[src/rtl/lsu_pkg.sv]
// Shared types for the load/store unit: FSM states, funct3 codes, access
// size decode and the latched per-access descriptor.
package lsu_pkg;

  localparam int unsigned BYTE_W = 8;
  localparam int unsigned HALF_W = 16;

  localparam logic [2:0] F3_B  = 3'b000;
  localparam logic [2:0] F3_H  = 3'b001;
  localparam logic [2:0] F3_W  = 3'b010;
  localparam logic [2:0] F3_BU = 3'b100;
  localparam logic [2:0] F3_HU = 3'b101;

  typedef enum logic [1:0] {
    IDLE = 2'd0,
    RD   = 2'd1,
    WR   = 2'd2,
    DONE = 2'd3
  } lsu_state_e;

  typedef enum logic [1:0] {
    SZ_B = 2'd0,
    SZ_H = 2'd1,
    SZ_W = 2'd2
  } lsu_size_e;

  typedef struct packed {
    logic      is_store;
    lsu_size_e size;
    logic      is_unsigned;
    logic [1:0] offset;
  } lsu_op_t;

  // Unused funct3 encodings fall through to a full-word access.
  function automatic lsu_size_e decode_size(input logic [2:0] f3);
    lsu_size_e sz;
    case (f3)
      F3_B, F3_BU: sz = SZ_B;
      F3_H, F3_HU: sz = SZ_H;
      F3_W:        sz = SZ_W;
      default:     sz = SZ_W;
    endcase
    return sz;
  endfunction

  function automatic logic is_misaligned(input lsu_size_e sz, input logic [1:0] off);
    logic bad;
    case (sz)
      SZ_H:    bad = off[0];
      SZ_W:    bad = |off;
      default: bad = 1'b0;
    endcase
    return bad;
  endfunction

endpackage

[src/rtl/lsu_align.sv]
// Byte/half lane handling: extracts and extends a load from a memory word,
// and merges store data into a memory word for read-modify-write.
module lsu_align
  import lsu_pkg::*;
#(
  parameter int unsigned WIDTH = 32
) (
  input  lsu_size_e        size,
  input  logic             is_unsigned,
  input  logic [1:0]       offset,
  input  logic [WIDTH-1:0] word,
  input  logic [WIDTH-1:0] store_data,
  output logic [WIDTH-1:0] load_data_c,
  output logic [WIDTH-1:0] merge_data_c
);

  logic [BYTE_W-1:0] byte_lane;
  logic [HALF_W-1:0] half_lane;

  always_comb begin
    byte_lane = word[{offset, 3'b000} +: BYTE_W];
    half_lane = word[{offset[1], 4'b0000} +: HALF_W];
  end

  // Load path: pick the lane, then sign- or zero-extend.
  always_comb begin
    load_data_c = word;
    case (size)
      SZ_B: load_data_c = is_unsigned ? WIDTH'(byte_lane)
                                      : {{(WIDTH-BYTE_W){byte_lane[BYTE_W-1]}}, byte_lane};
      SZ_H: load_data_c = is_unsigned ? WIDTH'(half_lane)
                                      : {{(WIDTH-HALF_W){half_lane[HALF_W-1]}}, half_lane};
      default: load_data_c = word;
    endcase
  end

  // Store path: overwrite only the addressed lanes of the old word.
  always_comb begin
    merge_data_c = word;
    case (size)
      SZ_B:    merge_data_c[{offset, 3'b000} +: BYTE_W]    = store_data[BYTE_W-1:0];
      SZ_H:    merge_data_c[{offset[1], 4'b0000} +: HALF_W] = store_data[HALF_W-1:0];
      default: merge_data_c = store_data;
    endcase
  end

endmodule

[src/rtl/load_store_unit.sv]
// Load/store unit: sequences word-wide memory requests for byte/half/word
// loads and stores, doing read-modify-write for sub-word stores.
module load_store_unit
  import lsu_pkg::*;
#(
  parameter int unsigned WIDTH = 32
) (
  input  logic             clk,
  input  logic             rst_n,
  input  logic             MemRead,
  input  logic             MemWrite,
  input  logic [2:0]       funct3,
  input  logic [WIDTH-1:0] ALUResult,
  input  logic [WIDTH-1:0] WriteData,
  output logic [WIDTH-1:0] ReadData,
  output logic             Stall,
  output logic             Misaligned,
  output logic             mem_req,
  output logic             mem_we,
  output logic [WIDTH-1:0] mem_addr,
  output logic [WIDTH-1:0] mem_wdata,
  input  logic [WIDTH-1:0] mem_rdata,
  input  logic             mem_ack
);

  lsu_state_e       state_q, state_d;
  lsu_op_t          op_q;
  lsu_size_e        size_c;
  logic             req_c, misal_c, start_c;
  logic [WIDTH-1:0] addr_q, wdata_q, rdata_q;
  logic [WIDTH-1:0] load_data_c, merge_data_c;

  // Request decode; a simultaneous read+write is a store.
  always_comb begin
    req_c   = MemRead | MemWrite;
    size_c  = decode_size(funct3);
    misal_c = req_c & is_misaligned(size_c, ALUResult[1:0]);
    start_c = req_c & ~misal_c;
  end

  always_ff @(posedge clk or negedge rst_n) begin
    if (!rst_n) state_q <= IDLE;
    else        state_q <= state_d;
  end

  always_comb begin
    state_d = state_q;
    case (state_q)
      IDLE: if (start_c) state_d = (MemWrite && size_c == SZ_W) ? WR : RD;
      RD:   if (mem_ack) state_d = op_q.is_store ? WR : DONE;
      WR:   if (mem_ack) state_d = DONE;
      DONE: state_d = IDLE;
      default: state_d = IDLE;
    endcase
  end

  // Stall and Misaligned answer the CPU in the request cycle itself.
  always_comb begin
    Stall      = 1'b0;
    Misaligned = 1'b0;
    mem_req    = 1'b0;
    mem_we     = 1'b0;
    case (state_q)
      IDLE: begin
        Stall      = start_c & rst_n;
        Misaligned = misal_c & rst_n;
      end
      RD: begin
        Stall   = 1'b1;
        mem_req = 1'b1;
      end
      WR: begin
        Stall   = 1'b1;
        mem_req = 1'b1;
        mem_we  = 1'b1;
      end
      default: ;
    endcase
  end

  // Access descriptor, address and data latched at request acceptance.
  always_ff @(posedge clk or negedge rst_n) begin
    if (!rst_n) begin
      op_q    <= '0;
      addr_q  <= '0;
      wdata_q <= '0;
      rdata_q <= '0;
    end else begin
      if (state_q == IDLE && start_c) begin
        op_q    <= '{is_store: MemWrite, size: size_c,
                     is_unsigned: funct3[2], offset: ALUResult[1:0]};
        addr_q  <= {ALUResult[WIDTH-1:2], 2'b00};
        wdata_q <= WriteData;
      end
      if (state_q == RD && mem_ack) begin
        if (op_q.is_store) wdata_q <= merge_data_c;
        else               rdata_q <= load_data_c;
      end
    end
  end

  lsu_align #(
    .WIDTH(WIDTH)
  ) u_align (
    .size        (op_q.size),
    .is_unsigned (op_q.is_unsigned),
    .offset      (op_q.offset),
    .word        (mem_rdata),
    .store_data  (wdata_q),
    .load_data_c (load_data_c),
    .merge_data_c(merge_data_c)
  );

  assign ReadData  = rdata_q;
  assign mem_addr  = addr_q;
  assign mem_wdata = wdata_q;

endmodule

[config.mk]
export PLATFORM = sky130hd
export DESIGN_NAME = load_store_unit
export DESIGN_NICKNAME = d
export VERILOG_FILES = /design/src/rtl/lsu_pkg.sv /design/src/rtl/lsu_align.sv /design/src/rtl/load_store_unit.sv
export SDC_FILE = /design/constraint.sdc
export NUM_CORES = 1
export LEC_CHECK = 0
export BUFFER_PORTS_ARGS = -buffer_cell sky130_fd_sc_hd__buf_2
export CORE_MARGIN = 2
export CORE_UTILIZATION = 41
export CTS_CLUSTER_SIZE = 8
export DETAILED_ROUTE_END_ITERATION = 8
export PLACE_DENSITY = 0.69
export SLEW_MARGIN = 20
export SYNTH_ARGS = -nofsm -noshare
export SYNTH_HDL_FRONTEND = slang
export SYNTH_SLANG_ARGS = --single-unit
[constraint.sdc]
create_clock -name clk -period 3.3 [get_ports clk]
set_clock_uncertainty 0.1 [all_clocks]
set_input_delay 0.825 -clock clk [delete_from_list [all_inputs] [get_ports clk]]
set_output_delay 0.825 -clock clk [all_outputs]
set_load 0.1 [all_outputs]
* Word-level counts from Yosys, hierarchy flattened
Cells that the tools add are included.
Storage, ports and cells: output and inout bits 100, register bits 102
Operators by class: reduce and logical (&&, ||, !) cells 12, bitwise operators 7, muxes and demuxes 21, shift operators 6, $add $sub $neg 2, equal/unequal tests 13
Operators with widths (number):
- $mux W32 | 5
- $pmux W32 S2 | 2
- $bwmux W32 | 2
- $shift A16 B7 Y32 const A | 1
- $shift A8 B7 Y32 const A | 1
- $shiftx A16 B7 Y32 | 1
- $shiftx A32 B6 Y16 | 1
- $shiftx A32 B6 Y8 | 1
- $shiftx A8 B7 Y32 | 1
- $neg A5 Y7 | 2
- $mux W2 | 4
- $pmux W2 S4 | 1
- $reduce_or A2 Y1 | 4
- $eq A2 B1 Y1 const B | 3
- $eq A2 B2 Y1 const B | 3
- $eq A3 B3 Y1 const B | 2
- $ne A2 B2 Y1 const B | 3
- $and A1 B1 Y1 | 4
- $logic_not A2 Y1 | 2
- $mux W1 | 4
- $ne A4 B2 Y1 const B | 1
- $pmux W1 S2 | 2
- $pmux W2 S2 | 1
- $eq A3 B1 Y1 const B | 1
- 6 further kinds | 9

* Depth between registers and ports, before layout
Gate-level depths: netlist of run 1.
depth in word-level cells 12, gate-level depth with buffers 8, mapped depth without buffers 6

* By module
Synthesis of run 1 repeated with hierarchy kept, for this count alone.
Second synthesis, totals: cells, all modules 657, area total of the unflattened synthesis 6592.6 um^2
By module, submodules not included:
- load_store_unit | cells each 376, seq. area each 2552.4 um^2, times used 1, area each 4933.5 um^2
- lsu_align | cells each 281, seq. area each 0.0 um^2, times used 1, area each 1659.1 um^2

* Worst setup path after synthesis of run 1
No wires, ideal clock.
kind input to output, start input port ALUResult[1], end output port Misaligned, stages 2, data arrival time 3184 ps, path buffers 0, path slack -809 ps, path through o21ai_1 > a211oi_1
Between the ends: longest elaborated chain between the ends 5
RTL lines:
- start: declaration | line load_store_unit.sv:13 | input logic [WIDTH-1:0] ALUResult,
- $reduce_or A2 Y1 | line lsu_pkg.sv:50 | SZ_W: bad = |off;
- $pmux W1 S2 | line lsu_pkg.sv:48 | case (sz)
- $and A1 B1 Y1 | line load_store_unit.sv:37 | misal_c = req_c & is_misaligned(size_c, ALUResult[1:0]);
- $and A1 B1 Y1 | line load_store_unit.sv:66 | Misaligned = misal_c & rst_n;
- $mux W1 | line load_store_unit.sv:63 | case (state_q)
- end: declaration | line load_store_unit.sv:17 | output logic Misaligned,
Every way passes these cells.

* Final worst setup path of run 1
start input port ALUResult[1], end output port Stall
Between the ends: longest elaborated chain between the ends 7
RTL lines:
- $reduce_or A2 Y1 | line lsu_pkg.sv:50
- $pmux W1 S2 | line lsu_pkg.sv:48
- $and A1 B1 Y1 | line load_store_unit.sv:37
- $not A1 Y1 | line load_store_unit.sv:38 | start_c = req_c & ~misal_c;
- $and A1 B1 Y1 | line load_store_unit.sv:38
- $and A1 B1 Y1 | line load_store_unit.sv:65 | Stall = start_c & rst_n;
- $pmux W1 S2 | line load_store_unit.sv:63
- end: declaration | line load_store_unit.sv:16 | output logic Stall,
Every way passes these cells.

==> impl_metrics.ini, run 1 <==
[place]
hpwl_um = 13100
placed_area_um2 = 6480
port_buffers = 201
gp_congestion = 0.874

[clock_tree]
cts_resized = 0
post_cts_buffers = 0
path_clk_slew_ns = 0.07
htree_num_levels = 3
root_buffer = clkbuf_16
cts_tree = built
cts_buffer_depth = 2
worstSkewPairLatency_ns = 0.35
cts_hold_buf = 0
numCtsBuffers = 9
cts_sinks = 102

[synthesis]
yosysUniqueCellTypes = 49
async_flop_share_pct = 100
synth_top_area_cell = dfrtp_1
yosysWarnings = 0
ys_ff_latch = 102
ys.flop_type = dfrtp_1
synth_area_per_cell_um2 = 11.0
synth_top_cell_area_share_pct = 48.3
netlist_area_um2 = 5290
netlist_top_cells_area = dfrtp_1, mux2_2, nand3_1
synth_cells = 479
synth_seq_area_share_pct = 48.3
synth_edf_count = 0

[die]
core_area_um2 = 12600
die_w_um = 118
die_area_um2 = 13800
num_rows = 41
die_h_um = 118
ios = 204
start_util_pct = 41.9

[route]
wl_um = 17400
drc = 0
via_per_inst = 5.73
drtIter0Drc = 409
wl_per_cell_um = 20.5
vias = 4878
drtAntennaViolNets = 0
first_pass_iters = 6

[final_layout]
syn_to_final_growth_pct = 28.0
fillers = 1167
final_core_util_pct = 53.7
fin_nets = 783
final_common_cell = buf_2
seq_area_um2 = 2550
final_area_um2 = 6770
multi_input_area_um2 = 2530
drive_above_1_share_pct = 44.0
final_cell_mix = buf_2, dfrtp_1, nand3_1, mux2_2, nor2_1

[worst_setup_path]
path_class = in -> out
reg2reg_depth = 6
endpoint_kind = output port
crit_chain = buf_2, o21ai_1, and3b_1, nand3_1, a21oi_2, buf_12
cp_slowest_stage_delay_ns = 0.24
crit_required_ns = 2.37
critical_path.max_fanout = 3
cp.arrival_ns = 1.91
cp-start-kind = input port
crit_slowest_cell = and3b_1

[grt]
grt_pass1_vias = 4911
grt_usage_pct = 25.3
grt_pass1_wl_um = 27300
grt_max_degree = 73
grt-ovfl-total = 0
antenna_found_initial = 4

[timing]
setup_violations = 0
fmaxAchievable_mhz = 353
hold_viol = 0
final.setup.tns_ns = 0
fin_crit_ns = 2.84
tightest_slew_ns = 0.938
rsz0062_at_grt = no
slew_headroom_pct = 37.5
hold_slack_ns = 0.396
slew_violations = 0
period_share_pct = 86.0

[run]
maxCapViolCount = 0

[worst_hold_path]
min_path_cells = 2
hp-class = reg -> reg

[outcome]
outcome = finished, final reports clean
through the flow:
step,setup WS [ns],std cells
finish,0.463,851
global placement,0.475,831
global route,0.401,847
detailed placement,0.478,831
floorplan,0.00940,480
CTS,0.462,847
path summary, 6_finish.rpt:
kind                                       to    startpoint  slack, ns
max in group asynchronous        ReadData[28]         rst_n       1.87
worst min-delay path             ReadData[26]  ReadData[26]       0.40
worst min register to register   ReadData[26]  ReadData[26]       0.40
worst max register to register  mem_wdata[15]    state_q[1]       0.78
min in group asynchronous         mem_addr[9]         rst_n       0.41
worst max-delay path                    Stall  ALUResult[1]       0.46
critical path, delay by kind of cell:
| family | cells | cell delay, ns |
|---|---|---|
| AO/OA/AOI/OAI | 2 | 0.43 |
| buffers and inverters | 2 | 0.31 |
| AND/OR/NAND/NOR | 2 | 0.34 |
routing by layer:
layer	routed length (um)	track usage, %
met2	7980	39.9
met3	1590	8.43
met4	441	8.73
met5	11	0
met1	7390	32.7
Yosys cell counts (all sizes together), types with 8 or more instances:
cell,number
dfrtp,102
ha,9
clkbuf,17
o221a,16
inv,10
a21oi,20
a221o,15
nor3,10
nor2b,11
a221oi,19
a211oi,17
nor3b,8
mux4,8
nand2,24
nand3,36
buf,20
nor2,35
o21ai,14
mux2,36
cell type report:
cell class / count / share of cell area (%)
flip-flops and latches: 102 / 37.7
diodes: 4 / 0.148
clock buffers: 10 / 3.53
repair buffers: 216 / 17.0
multi-input cells: 331 / 37.3
inverters: 10 / 0.554
well taps: 172 / 3.18
clock inverters: 6 / 0.554
state kept, by name, indices dropped and copies added (netlist names):
name	count
mem_addr	30
state_q	2
mem_wdata	32
op_q	6
ReadData	32
logic make-up (layout without fill, tap and decap cells):
group / Yosys count / after routing / synth area share [%]
buf+inv: 47 / 242 / 4.16
simple gates: 142 / 142 / 13.7
flops: 102 / 102 / 48.3
other cells: 1 / 6 / 0.0709
compound gates: 131 / 131 / 19.8
fa+ha+maj: 9 / 9 / 2.13
mux: 47 / 47 / 11.9
Power of run 1 is left out: the tool's default activity adds up to more than one toggle a clock period on the data nets, which glitch-free logic cannot reach.
==> run 2: changes to the inputs <==
RECOVER_POWER = 100   (was default)
==> impl_metrics.ini, run 2 (synthesized netlist as in run 1, its figures left out) <==
[clock_tree]
cts_sinks = 102
cts_hold_buf = 0
worstSkewPairLatency_ns = 0.35
cts_resized = 0
numCtsBuffers = 9
path_clk_slew_ns = 0.07
cts_buffer_depth = 2
htree_num_levels = 3
root_buffer = clkbuf_16
post_cts_buffers = 0
cts_tree = built

[timing]
setup_violations = 0
slew_headroom_pct = -21.4
fmaxAchievable_mhz = 342
period_share_pct = 88.7
rsz0062_at_grt = no
fin_crit_ns = 2.93
final.setup.tns_ns = 0
hold_viol = 0
slew_violations = 104
tightest_slew_ns = 1.82

[final_layout]
fin_nets = 783
drive_above_1_share_pct = 28.0
final_cell_mix = clkbuf_1, dfrtp_1, buf_2, nand3_1, mux2_2
syn_to_final_growth_pct = 24.8
final_common_cell = clkbuf_1
final_core_util_pct = 52.3

[place]
port_buffers = 201
gp_congestion = 0.874
hpwl_um = 13100

[die]
die_h_um = 118
die_area_um2 = 13800
start_util_pct = 41.9
ios = 204
core_area_um2 = 12600
num_rows = 41
die_w_um = 118

[worst_setup_path]
crit_required_ns = 2.37
cp-start-kind = flip-flop
endpoint_kind = output port
reg2reg_depth = 6
cp.arrival_ns = 2.00
cp_slowest_stage_delay_ns = 0.87
regToRegSetupSlack_ns = 0.48
critical_path.max_fanout = 3
crit_chain = inv_1, ha_1, clkbuf_1
rr_startpoint = state_q[0]
cp_top_family = buffers and inverters
regToRegEndpoint = mem_wdata[30]
crit_slowest_cell = clkbuf_1
worst-path-buf-inv = 2
path_class = reg -> out

[worst_hold_path]
min_path_cells = 2
hp-start = ReadData[31]
hold_end = ReadData[31]
hp-class = reg -> reg

[grt]
grt_max_degree = 73
grt_pass1_wl_um = 27300
grt_pass1_vias = 4911
grt_usage_pct = 25.3
grt-ovfl-total = 0
antenna_found_initial = 4

[run]
maxCapViolCount = 2

[route]
wl_per_cell_um = 20.5
drtAntennaViolNets = 0
via_per_inst = 5.72
drtIter0Drc = 385
first_pass_iters = 5
vias = 4864
drc = 0
wl_um = 17400

[outcome]
violations = max-capacitance violations, max-slew violations
outcome = complete, but fails checks
[run 2: area by class of cell]
type                            instances  area, um^2
Antenna cell                            4        10.0
Tap cell                              172         215
Sequential cell                       102        2550
Multi-Input combinational cell        331        2510
Timing Repair Buffer                  216        1000
Inverter                               10        37.5
Clock buffer                           10         239
Clock inverter                          6        37.5
Fill cell                            1230        6020
[run 2: how the worst max path moves through the flow]
stage | start | slack [ns] | cells after the start | end
2_1_floorplan | state_q[0] | 0.009 | 4 | Stall
3_3_place_gp | ALUResult[1] | 0.47 | 6 | Stall
3_5_place_dp | ALUResult[1] | 0.48 | 6 | Stall
6_report | state_q[0] | 0.37 | 3 | mem_req
5_1_grt | state_q[0] | 0.28 | 3 | mem_req
4_1_cts | ALUResult[1] | 0.46 | 6 | Stall
[run 2: stage by stage]
| step | hold WS [ns] | std cells | area (um^2) | worst slack [ns] |
|---|---|---|---|---|
| finish | 0.399 | 851 | 6600 | 0.374 |
| global route | 0.431 | 847 | 6590 | 0.283 |
| CTS | 0.400 | 847 | 6760 | 0.462 |
| detailed placement | 0.382 | 831 | 6480 | 0.478 |
| global placement | 0.377 | 831 | 6480 | 0.475 |
| floorplan | 0.429 | 480 | 5300 | 0.00940 |
[run 2: worst register-to-register path, stage by stage (launching register included)]
cell	delay [ns]
dfrtp_1	0.41
inv_1	0.11
ha_1	0.31
nand4b_1	0.21
clkbuf_1	0.34
o21ai_0	0.94
o221a_2	0.36
[run 2: routing by layer]
layer	vias to the layer above	global-route usage (%)	part of all wire [%]
met5	-	0	0.063
met4	2	8.73	2.3
met3	27	8.43	8.5
met2	240	39.9	46
met1	2376	32.7	43
li1	2219	-	-
Power of run 2 is left out for the same reason.
